## src/rtl/keypad_scanner.sv

```systemverilog
// 4x4 matrix keypad scanner: drives one column low at a time, debounces a single
// pressed key and emits a one-cycle {1, col, row} event code per accepted press.
module keypad_scanner #(
  parameter int SCAN_DIV     = 50000,
  parameter int DEBOUNCE_CNT = 20
) (
  input  logic       clock,
  input  logic       reset,
  input  logic [3:0] rows,
  output logic [3:0] columns,
  output logic [4:0] value
);

  localparam int TICK_W = (SCAN_DIV > 1) ? $clog2(SCAN_DIV) : 1;
  localparam int DEB_W  = (DEBOUNCE_CNT > 1) ? $clog2(DEBOUNCE_CNT + 1) : 1;
  localparam logic [TICK_W-1:0] TICK_LAST = TICK_W'(SCAN_DIV - 1);
  localparam logic [DEB_W-1:0]  DEB_LAST  = DEB_W'(DEBOUNCE_CNT - 1);

  typedef enum logic [1:0] {
    SCAN    = 2'd0,
    CONFIRM = 2'd1,
    HELD    = 2'd2
  } state_t;

  // True when exactly one active-low row line is asserted.
  function automatic logic is_single(input logic [3:0] r);
    int zeros;
    zeros = 0;
    for (int i = 0; i < 4; i++) begin
      if (r[i] == 1'b0) begin
        zeros = zeros + 1;
      end else begin
        zeros = zeros;
      end
    end
    return (zeros == 1);
  endfunction

  function automatic logic [1:0] low_index(input logic [3:0] r);
    logic [1:0] idx;
    case (r)
      4'b1110: idx = 2'd0;
      4'b1101: idx = 2'd1;
      4'b1011: idx = 2'd2;
      4'b0111: idx = 2'd3;
      default: idx = 2'd0;
    endcase
    return idx;
  endfunction

  logic [3:0]        sync1_r, sync2_r;
  logic [TICK_W-1:0] tick_cnt_r;
  logic              tick_s;

  state_t            state_r, state_next_s;
  logic [1:0]        col_idx_r, col_idx_next_s;
  logic [1:0]        latch_col_r, latch_col_next_s;
  logic [1:0]        latch_row_r, latch_row_next_s;
  logic [DEB_W-1:0]  press_cnt_r, press_cnt_next_s;
  logic [DEB_W-1:0]  rel_cnt_r, rel_cnt_next_s;
  logic [4:0]        value_r, value_next_s;
  logic [3:0]        columns_r;
  logic              single_s;
  logic [1:0]        row_idx_s;

  assign tick_s    = (tick_cnt_r == TICK_LAST);
  assign single_s  = is_single(sync2_r);
  assign row_idx_s = low_index(sync2_r);
  assign columns   = columns_r;
  assign value     = value_r;

  // Row synchronizer and scan-rate tick divider.
  always_ff @(posedge clock or posedge reset) begin
    if (reset) begin
      sync1_r    <= 4'b1111;
      sync2_r    <= 4'b1111;
      tick_cnt_r <= '0;
    end else begin
      sync1_r    <= rows;
      sync2_r    <= sync1_r;
      tick_cnt_r <= tick_s ? '0 : tick_cnt_r + TICK_W'(1);
    end
  end

  // Scan / debounce state register; columns track the next column index.
  always_ff @(posedge clock or posedge reset) begin
    if (reset) begin
      state_r     <= SCAN;
      col_idx_r   <= 2'd0;
      latch_col_r <= 2'd0;
      latch_row_r <= 2'd0;
      press_cnt_r <= '0;
      rel_cnt_r   <= '0;
      value_r     <= 5'b00000;
      columns_r   <= 4'b1110;
    end else begin
      state_r     <= state_next_s;
      col_idx_r   <= col_idx_next_s;
      latch_col_r <= latch_col_next_s;
      latch_row_r <= latch_row_next_s;
      press_cnt_r <= press_cnt_next_s;
      rel_cnt_r   <= rel_cnt_next_s;
      value_r     <= value_next_s;
      columns_r   <= ~(4'b0001 << col_idx_next_s);
    end
  end

  // Next-state logic; everything only moves on a tick, value pulses for one cycle.
  always_comb begin
    state_next_s     = state_r;
    col_idx_next_s   = col_idx_r;
    latch_col_next_s = latch_col_r;
    latch_row_next_s = latch_row_r;
    press_cnt_next_s = press_cnt_r;
    rel_cnt_next_s   = rel_cnt_r;
    value_next_s     = 5'b00000;
    if (tick_s) begin
      case (state_r)
        SCAN: begin
          if (single_s) begin
            latch_col_next_s = col_idx_r;
            latch_row_next_s = row_idx_s;
            press_cnt_next_s = DEB_W'(1);
            state_next_s     = CONFIRM;
          end else begin
            col_idx_next_s = col_idx_r + 2'd1;
          end
        end
        CONFIRM: begin
          if (single_s && (row_idx_s == latch_row_r)) begin
            if (press_cnt_r >= DEB_LAST) begin
              value_next_s     = {1'b1, latch_col_r, latch_row_r};
              press_cnt_next_s = '0;
              rel_cnt_next_s   = '0;
              state_next_s     = HELD;
            end else begin
              press_cnt_next_s = press_cnt_r + DEB_W'(1);
            end
          end else begin
            press_cnt_next_s = '0;
            col_idx_next_s   = col_idx_r + 2'd1;
            state_next_s     = SCAN;
          end
        end
        HELD: begin
          // Only the latched row matters here; other keys are ignored.
          if (sync2_r[latch_row_r]) begin
            if (rel_cnt_r >= DEB_LAST) begin
              rel_cnt_next_s = '0;
              col_idx_next_s = col_idx_r + 2'd1;
              state_next_s   = SCAN;
            end else begin
              rel_cnt_next_s = rel_cnt_r + DEB_W'(1);
            end
          end else begin
            rel_cnt_next_s = '0;
          end
        end
        default: begin
          state_next_s     = SCAN;
          col_idx_next_s   = 2'd0;
          press_cnt_next_s = '0;
          rel_cnt_next_s   = '0;
        end
      endcase
    end else begin
      value_next_s = 5'b00000;
    end
  end

endmodule

```

## config.mk

```make
export PLATFORM = sky130hd
export DESIGN_NAME = keypad_scanner
export DESIGN_NICKNAME = d
export VERILOG_FILES = /design/src/rtl/keypad_scanner.sv
export SDC_FILE = /design/constraint.sdc
export NUM_CORES = 1
export LEC_CHECK = 0
export CORE_ASPECT_RATIO = 1.1
export CORE_MARGIN = 2
export CORE_UTILIZATION = 62
export CTS_BUF_LIST = sky130_fd_sc_hd__clkbuf_8
export DETAILED_ROUTE_END_ITERATION = 16
export PLACE_DENSITY = 0.82
export SYNTH_ARGS = -nofsm -noshare
export SYNTH_HDL_FRONTEND = slang
export SYNTH_SLANG_ARGS = --single-unit
```

## constraint.sdc

```tcl
create_clock -name clock -period 3 [get_ports clock]
set_input_delay 0.6 -clock clock [delete_from_list [all_inputs] [get_ports clock]]
set_output_delay 0.6 -clock clock [all_outputs]
set_load 0.005 [all_outputs]
```

# Word-level counts from Yosys, hierarchy flattened
# Cells that the tools add are included.
# totals
register_bits	51
inputBits	6
out_inout_bits	9
word_cells	78
# op_classes
n_addsub	7
magnitude_cmp	3
eq_ne	14
n_shift	1
mux	33
n_bitwise	3
reduce_logical	6
# op_table
op	count
adder 32 x 2 -> 32 bit (second input constant)	3
2-to-1 mux 32 bit	3
2-to-1 mux 5 bit	11
equality test 32 x 2 -> 1 bit (second input constant)	1
one-hot mux 5 bit (3 select lines)	2
2-to-1 mux 2 bit	10
one-hot mux 2 bit (3 select lines)	3
adder 16 x 1 -> 16 bit (second input constant)	1
equality test 16 bit (second input constant)	1
2-to-1 mux 16 bit	1
adder 5 x 1 -> 5 bit (second input constant)	2
greater-or-equal comparator 5 bit (second input constant)	2
inequality test 2 bit (second input constant)	5
equality test 4 bit (second input constant)	2
AND reduction 3 bit	2
AND reduction 5 bit	1
equality test 4 x 3 -> 1 bit (second input constant)	1
inverter 4 bit	1
AND reduction 4 bit	1
<< shifter 1 x 2 -> 4 bit (first input constant)	1
< comparator 2 x 3 -> 1 bit (second input constant)	1
inequality test 3 bit (second input constant)	1
adder 2 x 1 -> 2 bit (second input constant)	1
binary-select mux 1 bit (select 2 bit)	1
7 further kinds	9

# Logic depth before layout (Yosys ltp)
# Gate-level depths: netlist (run 1).
# logic_depth
depth_word	14
depth_mapped	10
mapped_depth_nobuf	10

# Least setup slack after synthesis (run 1)
# No wires, ideal clock.
# synth_path
kind	register -> register
from	register sync2_r[0]
to	register latch_col_r[0]
arrival_ns	2.566
required_time_ns	2.875
setup_slack_ns	0.309
path_stages_with_launch	10
period_less_slack_ns	2.691
cell_sequence	dfstp_2 > inv_1 > ha_1 > xnor2_1 > ha_1 > nor3b_1 > or3_1 > nand3_2 > nor4_4 > mux2_2
# synth_via
elab_chain_len	9
# synth_rtl
item	line	source
from (decl)	51	logic [3:0] sync1_r, sync2_r;
from (signal assigned)	80	sync2_r <= sync1_r;
2-to-1 mux 1 bit *	30	if (r[i] == 1'b0) begin
adder 32 x 2 -> 32 bit	31	zeros = zeros + 1;
2-to-1 mux 32 bit *	30	
adder 32 x 2 -> 32 bit	31	
2-to-1 mux 32 bit *	30	
adder 32 x 2 -> 32 bit	31	
2-to-1 mux 32 bit *	30	
equality test 32 x 2 -> 1 bit *	36	return (zeros == 1);
AND reduction 3 bit (no source line) *	--	
to (signal assigned)	99	latch_col_r <= latch_col_next_s;
to (decl)	57	logic [1:0] latch_col_r, latch_col_next_s;
# Every way passes the cells marked *; elsewhere a longest branch is shown, timed or not.
# A chain may end at the register's enable or synchronous reset.

# Worst setup path in the final report (run 1)
# layout_path
from	register sync2_r[0]
to	register columns_r[0], in the netlist columns[0]
# layout_via
elab_chain_len	14
# layout_rtl
item	line	source
2-to-1 mux 1 bit	30	
adder 32 x 2 -> 32 bit	31	
2-to-1 mux 32 bit	30	
adder 32 x 2 -> 32 bit	31	
2-to-1 mux 32 bit	30	
adder 32 x 2 -> 32 bit	31	
2-to-1 mux 32 bit	30	
equality test 32 x 2 -> 1 bit	36	
logical AND 1 bit	130	if (single_s && (row_idx_s == latch_row_r)) begin
2-to-1 mux 2 bit	130	
one-hot mux 2 bit (3 select lines) *	118	case (state_r)
2-to-1 mux 2 bit *	117	if (tick_s) begin
<< shifter 1 x 2 -> 4 bit *	104	columns_r <= ~(4'b0001 << col_idx_next_s);
inverter 4 bit *	104	
to (signal assigned)	104	
to (decl)	62	logic [3:0] columns_r;
# Every way passes the cells marked *; elsewhere a longest branch is shown, timed or not. The select of a mux whose other input is x is not followed.

==> results of run 1 <==
-- per-layer routing --
metal  up-vias  track usage, %  routed length, µm
met3         6           3.675                122
li1        935               -                  -
met2        36           35.31               2389
met5         -               0                  0
met1       955           30.86               2287
met4         0           8.617                 74
-- stage by stage --
stage	hold WS (ns)	setup slack, ns	util [%]
detailed placement	0.3475	0.1924	68.38
global route	0.3628	-0.02248	71.27
floorplan	0.3452	0.3090	-
global placement	0.3462	0.2651	68.38
CTS	0.3607	0.1729	70.45
finish	0.3595	0.1429	71.27
-- flip-flops by register name, summed over array words and instances, names as in the netlist --
signal,count
tick_cnt_r,16
press_cnt_r,5
rel_cnt_r,5
value,5
columns,4
sync1_r,4
sync2_r,4
col_idx_r,2
latch_col_r,2
latch_row_r,2
state_r,2
-- report_power, final --
| group | total [mW] | leakage [nW] | switching [mW] | internal (mW) |
|---|---|---|---|---|
| Clock | 0.386 | 0.0402 | 0.224 | 0.162 |
| Sequential | 0.705 | 0.660 | 0.00764 | 0.697 |
| Combinational | 0.102 | 0.555 | 0.0594 | 0.0431 |
| Total | 1.19 | 1.26 | 0.291 | 0.903 |
-- logic make-up after synthesis --
| kind of cell | after synthesis |
|---|---|
| and+or+nand+nor | 86 |
| DFF | 51 |
| AOI/OAI and AO/OA | 49 |
| buffers and inverters | 26 |
| xor gates and xnor gates | 17 |
| muxes | 9 |
| adders and majority gates | 7 |
-- critical path, delay by kind of cell, from the launching register on --
| family | cells | cell delay (ns) |
|---|---|---|
| compound gates | 3 | 0.81 |
| fa+ha+maj | 2 | 0.71 |
| simple gates | 2 | 0.51 |
| buf+inv | 1 | 0.05 |
| flops | 1 | 0.56 |
| xor+xnor | 1 | 0.17 |
-- cells in the final DEF (no fill, tap or decap), types with 3 or more instances in the layout --
cell             count
nand3_1             12
mux2_2               3
nor2_1              14
xnor2_1              8
buf_4                3
a31oi_1              3
a311oi_1             3
nand4_1              4
mux2i_1              5
and3_1               6
clkdlybuf4s50_1     14
o31a_1               3
and2_1               7
a21oi_1              3
o22ai_1              3
dfrtp_1             40
inv_1               17
nand2_1             15
ha_1                 7
clkbuf_8             5
nand3b_1             3
o211ai_1             6
xor2_1               7
dfstp_2             11
-- what timing repair did --
action                     CTS  global route
hold buffers                 0             0
setup endpoints to repair    0             7
resized for setup            0             6
-- worst max-delay path by stage --
stage | startpoint | to | slack, ns | depth (start not counted)
2_1_floorplan | sync2_r[0] | latch_col_r[0] | 0.31 | 9
3_3_place_gp | sync2_r[0] | latch_col_r[0] | 0.27 | 9
3_5_place_dp | sync2_r[0] | latch_col_r[1] | 0.19 | 9
4_1_cts | sync2_r[0] | latch_col_r[1] | 0.17 | 9
5_1_grt | sync2_r[0] | latch_col_r[1] | -0.02 | 9
6_report | sync2_r[0] | columns[0] | 0.14 | 9
-- layout make-up --
class,instances,area [µm²],area share (%)
clock inverter,3,20.02,0.6555
sequential,51,1290,42.24
clock buffer,5,68.82,2.253
inverter,18,67.56,2.212
tap,54,67.56,2.212
timing repair buffer,17,162.7,5.326
multi-input combinational,168,1378,45.10
==> metrics, run 1 <==
PD cells 390.8 nW/µm²; final net count 274; element type at the critical path start flop; first-pass GRT wire length 8466 µm; post-synthesis compound-gate area fraction 16.33%; n_diodes 0; Routed Antenna Nets 0; final hold violations 0; slowest cell on the critical path dfstp_2; Starting Density 64.00%; Yosys top cell by area dfrtp_1; 1st-iter DRT viols 89; reg2reg setup slack 0.14 ns; Final GP Congestion 0.8342; Max-Cap Viols 0; top cell type's share of synthesized area 36.50%; drt first pass iters 6; Setup-failing EPs final 0; Worst Hold Path EP sync2_r[2]; Design Area, Final 3054 µm²; Simple-Gate Fraction of Synth Area 19.84%; Root Buffer clkbuf_8; Inst Count DP 308; post-synthesis adder-cell area fraction 3.193%; hold depth 0; largest net degree at the start of global routing 52; Setup Skew 0.01097 ns; H-tree depth 2; initial antenna violation count 0; top_reg_cell synth dfrtp_1; Tightest Pin Transition 0.6046 ns; Rel. slew slack 59.69%; Max IR drop VDD 282.9 µV; CTS Buf Count 5; Synth top cells by count 40 x dfrtp_1, 18 x inv_1, 15 x nand2_1, 14 x nor2_1, 12 x nand3_1; Req. time, crit path 3.24 ns; worst min-delay path class reg -> reg; routed wire length 4873 µm; post-CTS setup buffer count 0; CP arrival 3.09 ns; Critical Path Max Stage Delay 0.56 ns; synth warn 0; synthesized area 2743 µm²; Power, Total 1.194 mW; reg-to-reg startpoint sync2_r[0]; Wirelength per Cell 15.42 µm; sequential fraction of the synthesis area 47.03%; fin crit share 95.24%; CTS sink count 51; num rows 25; Clock Path Buffers 2; fraction of synthesized cell area in xor and xnor cells 5.703%; PortBufs 14; largest family of logic cells by synthesized area simple AND/OR/NAND/NOR gates; Crit Path Class reg -> reg; Post-Synthesis Mean Instance Area 11.19 µm²; Core Area 4285 µm²; # DRC 0; CTS tree done; f_max 350.0 MHz; mux contribution to synthesized area 3.878%; Synth Register Bits 51; Cell variety after synth 68; boundary pin count 15; Final min period 2.857 ns; setup TNS 0 ns; via/cell ratio 6.114; leak pwr 1.256 nW; Area Growth Syn to Fin 11.36%; share of layout cells above drive strength 1 19.47%; die height 73.76 µm; CP max FO 6; Synthesized Nets 258; Post-synth ARST share 100.0%; Clock Latency Late Sink 0.31 ns; Die X 67.42 µm; Post-DP Area 2930 µm²; status finished clean; RR Endpoint columns[0]; top-count cell post-synth dfrtp_1; Slew Viols, Final 0; vias in the first global route 1,841; top cells by area, synth dfrtp_1 36%, dfstp_2 11%, ha_1 3.2%; Fillers 312; GRT Util Overall 22.37%; CP Capture Type flop; Die ar. 4972 µm²; crit-path cells inv_1 -> ha_1 -> xnor2_2 -> ha_1 -> nor3_2 -> or3b_4 -> a31oi_1 -> o31ai_1 -> a32oi_1; Post-synth EDFFs 0; r2r worst-path depth 9; worst hold start sync1_r[2]; HPWL after detailed placement 3319 µm; clock transition at the registers of the reported paths 0.09 ns; Mapped Cells 245; non-filler cells, final 316; Via Count 1,932; total gr overflow 0; most used cell, CP ha_1
No activity file was read; power rests on OpenSTA's default activity.
==> inputs of run 2 (changes only) <==
Settings changed: CORE_UTILIZATION 62 to 41, PLACE_DENSITY 0.82 to not set.
==> run 2 against run 1 <==
  * Sequential cell count unchanged
  * Sequential power about the same
  * Register-to-register slack gained 0.05 ns
  * Clock-buffer cell count up 1
  * Clock power up 25%
  * Design area increased by 1.8%
  * Core utilization is 24 points lower
  * Non-clock buffer count up 1
  * Fmax rose by 1.6%
  * Sequential share of layout area fell by 0.76 points
  * Critical endpoint is now latch_col_r[1]
  * Largest cell class unchanged
  * Highest routed layer unchanged
==> metrics, run 2 (synthesized netlist as in run 1, its figures left out) <==
1st-iter DRT viols 115 (was 89); slowest cell on the critical path dfstp_2 (unchanged); vias in the first global route 1,845 (was 1,841); PortBufs 14 (unchanged); Setup Skew 0.008867 ns (was 0.01097 ns); boundary pin count 15 (unchanged); Starting Density 42.09% (was 64.00%); die height 89.78 µm (was 73.76 µm); Core Util, Final 47.73% (was 71.27%); Rel. slew slack 58.29% (was 59.69%); post-CTS setup buffer count 0 (unchanged); most common cell after layout, fill and taps aside dfrtp_1 (unchanged); CTS tree done (unchanged); hold buffer count at cts 0 (unchanged); share of layout cells above drive strength 1 19.77% (was 19.47%); CTS sink count 51 (unchanged); RSZ-0062 raised after global routing no; CP top delay family simple AND/OR/NAND/NOR gates (was compound AO/OA/AOI/OAI gates); WL met3 95 µm (was 122 µm); met2 wire length 2385 µm (was 2389 µm); uppermost layer routed met4 (unchanged); Slew Viols, Final 0 (unchanged); Wirelength per Cell 14.39 µm (was 15.42 µm); CP Capture Type flop (unchanged); Hold WS 0.3588 ns (was 0.3595 ns); commonest non-fill, non-tap cells in the layout 40 x dfrtp_1, 17 x inv_1, 15 x nand2_1 (unchanged); via/cell ratio 5.530 (was 6.114); clock transition at the registers of the reported paths 0.08 ns (was 0.09 ns); worst min-delay path class reg -> reg (unchanged); initial antenna violation count 0 (unchanged); final net count 275 (was 274); Setup-failing EPs final 0 (unchanged); PD cells 414.5 nW/µm² (was 390.8 nW/µm²); n_diodes 0 (unchanged); Req. time, crit path 3.18 ns (was 3.24 ns); CP bufs+invs 1 (unchanged); Clock Path Buffers 2 (unchanged); HPWL after detailed placement 3569 µm (was 3319 µm); drt first pass iters 4 (was 6); Die ar. 7360 µm² (was 4972 µm²); element type at the critical path start flop (unchanged); leak pwr 1.276 nW (was 1.256 nW); Max-Cap Viols 0 (unchanged); Root Buffer clkbuf_8 (unchanged); Core Area 6516 µm² (was 4285 µm²); H-tree depth 2 (unchanged); Clock Latency Late Sink 0.30 ns (was 0.31 ns); num rows 31 (was 25); CTS Buf Count 5 (unchanged); fin crit share 93.72% (was 95.24%); status finished clean (unchanged); crit-path cells inv_1 -> ha_2 -> xnor2_1 -> ha_1 -> nor3b_2 -> or3_4 -> nand3_2 -> nor4_4 -> mux2_2 (was inv_1 -> ha_1 -> xnor2_2 -> ha_1 -> nor3_2 -> or3b_4 -> a31oi_1 -> o31ai_1 -> a32oi_1); Final min period 2.812 ns (was 2.857 ns); CP arrival 2.99 ns (was 3.09 ns); final hold violations 0 (unchanged); GRT Util Overall 14.76% (was 22.37%); f_max 355.7 MHz (was 350.0 MHz); max reg flops 16 (unchanged); Area Growth Syn to Fin 13.41% (was 11.36%); largest net degree at the start of global routing 22 (was 52); Die X 81.98 µm (was 67.42 µm); Fillers 616 (was 312); Final GP Congestion 0.8467 (was 0.8342); Routed Antenna Nets 0 (unchanged); Reg with most FFs tick_cnt_r (unchanged); routed wire length 4965 µm (was 4873 µm); WL met1 2450 µm (was 2287 µm); first-pass GRT wire length 8728 µm (was 8466 µm); Inst Count DP 337 (was 308); Crit Path Class reg -> reg (unchanged); Via Count 1,908 (was 1,932); Max IR drop VDD 200.2 µV (was 282.9 µV); # DRC 0 (unchanged); Critical Path Max Stage Delay 0.55 ns (was 0.56 ns); CP max FO 6 (unchanged); Tightest Pin Transition 0.6176 ns (was 0.6046 ns); setup TNS 0 ns (unchanged); non-filler cells, final 345 (was 316); total gr overflow 0 (unchanged)
-- run 2: area by class of cell --
type	count	area [µm²]	share of cell area, %
repair buffers	18	170.2	5.471
clock buffers	6	82.58	2.655
well taps	82	102.6	3.298
clock inverters	2	35.03	1.126
multi-input cells	168	1363	43.81
inverters	18	67.56	2.172
flip-flops and latches	51	1290	41.47
-- run 2: worst paths after layout --
path	from	end	slack, ns	depth (start not counted)
worst max register to register	sync2_r[1]	latch_col_r[1]	0.19	9
worst min register to register	sync1_r[0]	sync2_r[0]	0.36	0
worst max-delay path	sync2_r[1]	latch_col_r[1]	0.19	9
worst min-delay path	sync1_r[0]	sync2_r[0]	0.36	0
max in group asynchronous	reset	sync1_r[1]	1.81	3
min in group asynchronous	reset	rel_cnt_r[0]	0.56	2
-- run 2: worst reg2reg max path, stage by stage (launching register included) --
cell     delay (ns)
dfstp_2        0.55
inv_1          0.06
ha_2           0.37
xnor2_1        0.09
ha_1           0.33
nor3b_2        0.22
or3_4          0.19
nand3_2        0.16
nor4_4         0.35
mux2_2         0.37
-- run 2: report_power, final --
part | total, mW | switching, mW | internal, mW | leakage [nW]
Clock | 0.483 | 0.214 | 0.270 | 0.0612
Combinational | 0.101 | 0.0580 | 0.0433 | 0.554
Sequential | 0.705 | 0.00740 | 0.697 | 0.660
-- run 2: metrics by stage --
step / power (mW) / setup WS (ns) / cell area (µm²)
6_report: 1.289 / 0.1883 / 3110
5_1_grt: 1.351 / 0.03132 / 3110
4_1_cts: 1.309 / 0.1244 / 3090
3_5_place_dp: 0.8124 / 0.1498 / 2973
3_3_place_gp: 0.8106 / 0.2506 / 2973
2_1_floorplan: 0.7885 / 0.3090 / 2743
-- run 2: routing by layer --
metal | track usage, % | vias to the layer above
li1 | - | 937
met1 | 20.30 | 947
met2 | 23.17 | 22
met3 | 3.313 | 2
met4 | 4.167 | 0
met5 | 0 | -
-- run 2: what timing repair did --
item | 4_1_cts | 5_1_grt
hold endpoints to repair | 0 | 0
gates resized for setup | 0 | 5
setup endpoints to repair | 0 | 8
==> inputs of run 3 (changes only) <==
Settings changed: DONT_BUFFER_PORTS set to 1, REMOVE_ABC_BUFFERS set to 1.
==> run 3 against run 2 <==
  * Design area fell by 5.8%
  * Sequential cell count did not move
  * Core utilization fell by 2.8 points
  * Die area did not move
  * Worst setup slack got worse by 0.063 ns
  * Sequential share of layout area rose by 2.5 points
  * Largest cell class unchanged
==> metrics, run 3 (synthesized netlist as in run 1, its figures left out) <==
Clock Latency Late Sink 0.30 ns (about the same); Setup Skew 0.006862 ns (was 0.008867 ns); max reg flops 16 (unchanged); Tightest Pin Transition 0.6324 ns (was 0.6176 ns); share of layout cells above drive strength 1 18.95% (was 19.77%); Via Count 1,832 (was 1,908); Clock Path Buffers 2 (unchanged); Routed Antenna Nets 0 (unchanged); final hold violations 0 (unchanged); Slew Viols, Final 0 (unchanged); final net count 260 (was 275); CTS Buf Count 5 (unchanged); Post-DP Area 2825 µm² (was 2973 µm²); Wirelength per Cell 15.12 µm (was 14.39 µm); status finished clean (unchanged); Starting Density 42.09% (unchanged); total gr overflow 0 (unchanged); CTS sink count 51 (unchanged); CP Capture Type flop (unchanged); clock transition at the registers of the reported paths 0.09 ns (was 0.08 ns); Req. time, crit path 3.23 ns (was 3.18 ns); drt first pass iters 4 (unchanged); Root Buffer clkbuf_8 (unchanged); most common cell after layout, fill and taps aside dfrtp_1 (unchanged); Area Growth Syn to Fin 6.843% (was 13.41%); Core Area 6516 µm² (unchanged); Final GP Congestion 0.8029 (was 0.8467); CP max FO 6 (unchanged); CP arrival 3.10 ns (was 2.99 ns); Crit Path Class reg -> reg (unchanged); first-pass GRT wire length 8645 µm (was 8728 µm); # DRC 0 (unchanged); PortBufs 0 (was 14); Power, Total 1.186 mW (was 1.289 mW); boundary pin count 15 (unchanged); CTS tree done (unchanged); vias in the first global route 1,765 (was 1,845); worst setup margin 0.1256 ns (was 0.1883 ns); Rel. slew slack 57.29% (was 58.29%); Setup-failing EPs final 0 (unchanged); HPWL after detailed placement 3596 µm (was 3569 µm); Design Area, Final 2930 µm² (was 3110 µm²); Die ar. 7360 µm² (unchanged); die height 89.78 µm (unchanged); dpl ws 0.1720 ns (was 0.1498 ns); Die X 81.98 µm (unchanged); num rows 31 (unchanged); initial antenna violation count 0 (unchanged); 1st-iter DRT viols 138 (was 115); commonest non-fill, non-tap cells in the layout 40 x dfrtp_1, 18 x inv_1, 15 x nand2_1 (was 40 x dfrtp_1, 17 x inv_1, 15 x nand2_1); Hold WS 0.2024 ns (was 0.3588 ns); Reg with most FFs tick_cnt_r (unchanged); Final min period 2.874 ns (was 2.812 ns); reg-to-reg startpoint sync2_r[0] (was sync2_r[1]); H-tree depth 2 (unchanged); Fillers 614 (was 616); GRT Util Overall 14.73% (was 14.76%); Max-Cap Viols 0 (unchanged); routed wire length 4991 µm (was 4965 µm); Max IR drop VDD 174.2 µV (was 200.2 µV); fin crit share 95.81% (was 93.72%); worst min-delay path class in -> async (was reg -> reg); CP startpoint sync2_r[0] (was sync2_r[1]); PD cells 404.6 nW/µm² (was 414.5 nW/µm²); f_max 347.9 MHz (was 355.7 MHz); leak pwr 1.200 nW (was 1.276 nW); element type at the critical path start flop (unchanged); via/cell ratio 5.552 (was 5.530); n_diodes 0 (unchanged); largest net degree at the start of global routing 28 (was 22)
==> run 3: cell types whose count changed in the layout (fill, tap and decap cells not counted), sizes merged <==
cell           previous run  this run
buf                       4         3
bufinv                    1         0
clkbuf                    6         5
inv                      18        19
clkinvlp                  0         1
clkdlybuf4s50            14         0
==> run 3: power by group <==
part | internal (mW) | leakage [nW] | switching, mW | total (mW)
Sequential | 0.697 | 0.660 | 0.00691 | 0.704
Combinational | 0.0342 | 0.495 | 0.0586 | 0.0928
Clock | 0.160 | 0.0453 | 0.228 | 0.389
Total | 0.892 | 1.20 | 0.294 | 1.19
==> run 3: metrics by stage <==
| stage | std cells | TNS (ns) | util [%] |
|---|---|---|---|
| 6_report | 330 | 0 | 44.97 |
| 3_3_place_gp | 322 | 0 | 43.36 |
| 5_1_grt | 330 | -0.02728 | 44.97 |
| 2_1_floorplan | 237 | 0 | - |
| 3_5_place_dp | 322 | 0 | 43.36 |
| 4_1_cts | 330 | 0 | 44.66 |
==> run 3: layer usage <==
layer	vias up	wire (µm)	track usage [%]	share of wire, %
li1	905	-	-	-
met1	880	2356	20.60	47
met2	36	2409	23.17	48
met3	11	156	3.313	3.1
met4	0	69	3.333	1.4
met5	-	0	0	0
==> run 3: what timing repair did <==
action	CTS	global route
hold buffers	0	0
endpoints found under the setup margin	0	9
resized for setup	0	4
setup buffers	0	0
==> run 3: critical path, cell delays in order (launching register included) <==
cell and delay [ns]:
dfstp_2 0.57, inv_1 0.05, ha_1 0.37, xnor2_1 0.16, ha_1 0.31, nor3_1 0.06, or3b_1 0.47, a31oi_1 0.44
o31ai_1 0.15, a32oi_1 0.21
==> run 3: final timing paths <==
check / to / slack [ns] / cells after the start
max in group asynchronous: sync2_r[1] / 2.00 / 2
max reg2reg: columns[0] / 0.13 / 9
min in group clock: sync1_r[3] / 0.28 / 0
min: columns[0] / 0.20 / 1
min reg2reg: sync2_r[3] / 0.36 / 0
max: columns[0] / 0.13 / 9
==> run 3: layout make-up <==
cell class / count / area [µm²] / area share [%]
clock buffers: 5 / 68.82 / 2.348
repair buffers: 3 / 22.52 / 0.7686
well taps: 82 / 102.6 / 3.501
inverters: 18 / 67.56 / 2.306
flip-flops and latches: 51 / 1290 / 44.02
multi-input cells: 168 / 1363 / 46.50
clock inverters: 3 / 16.27 / 0.5551
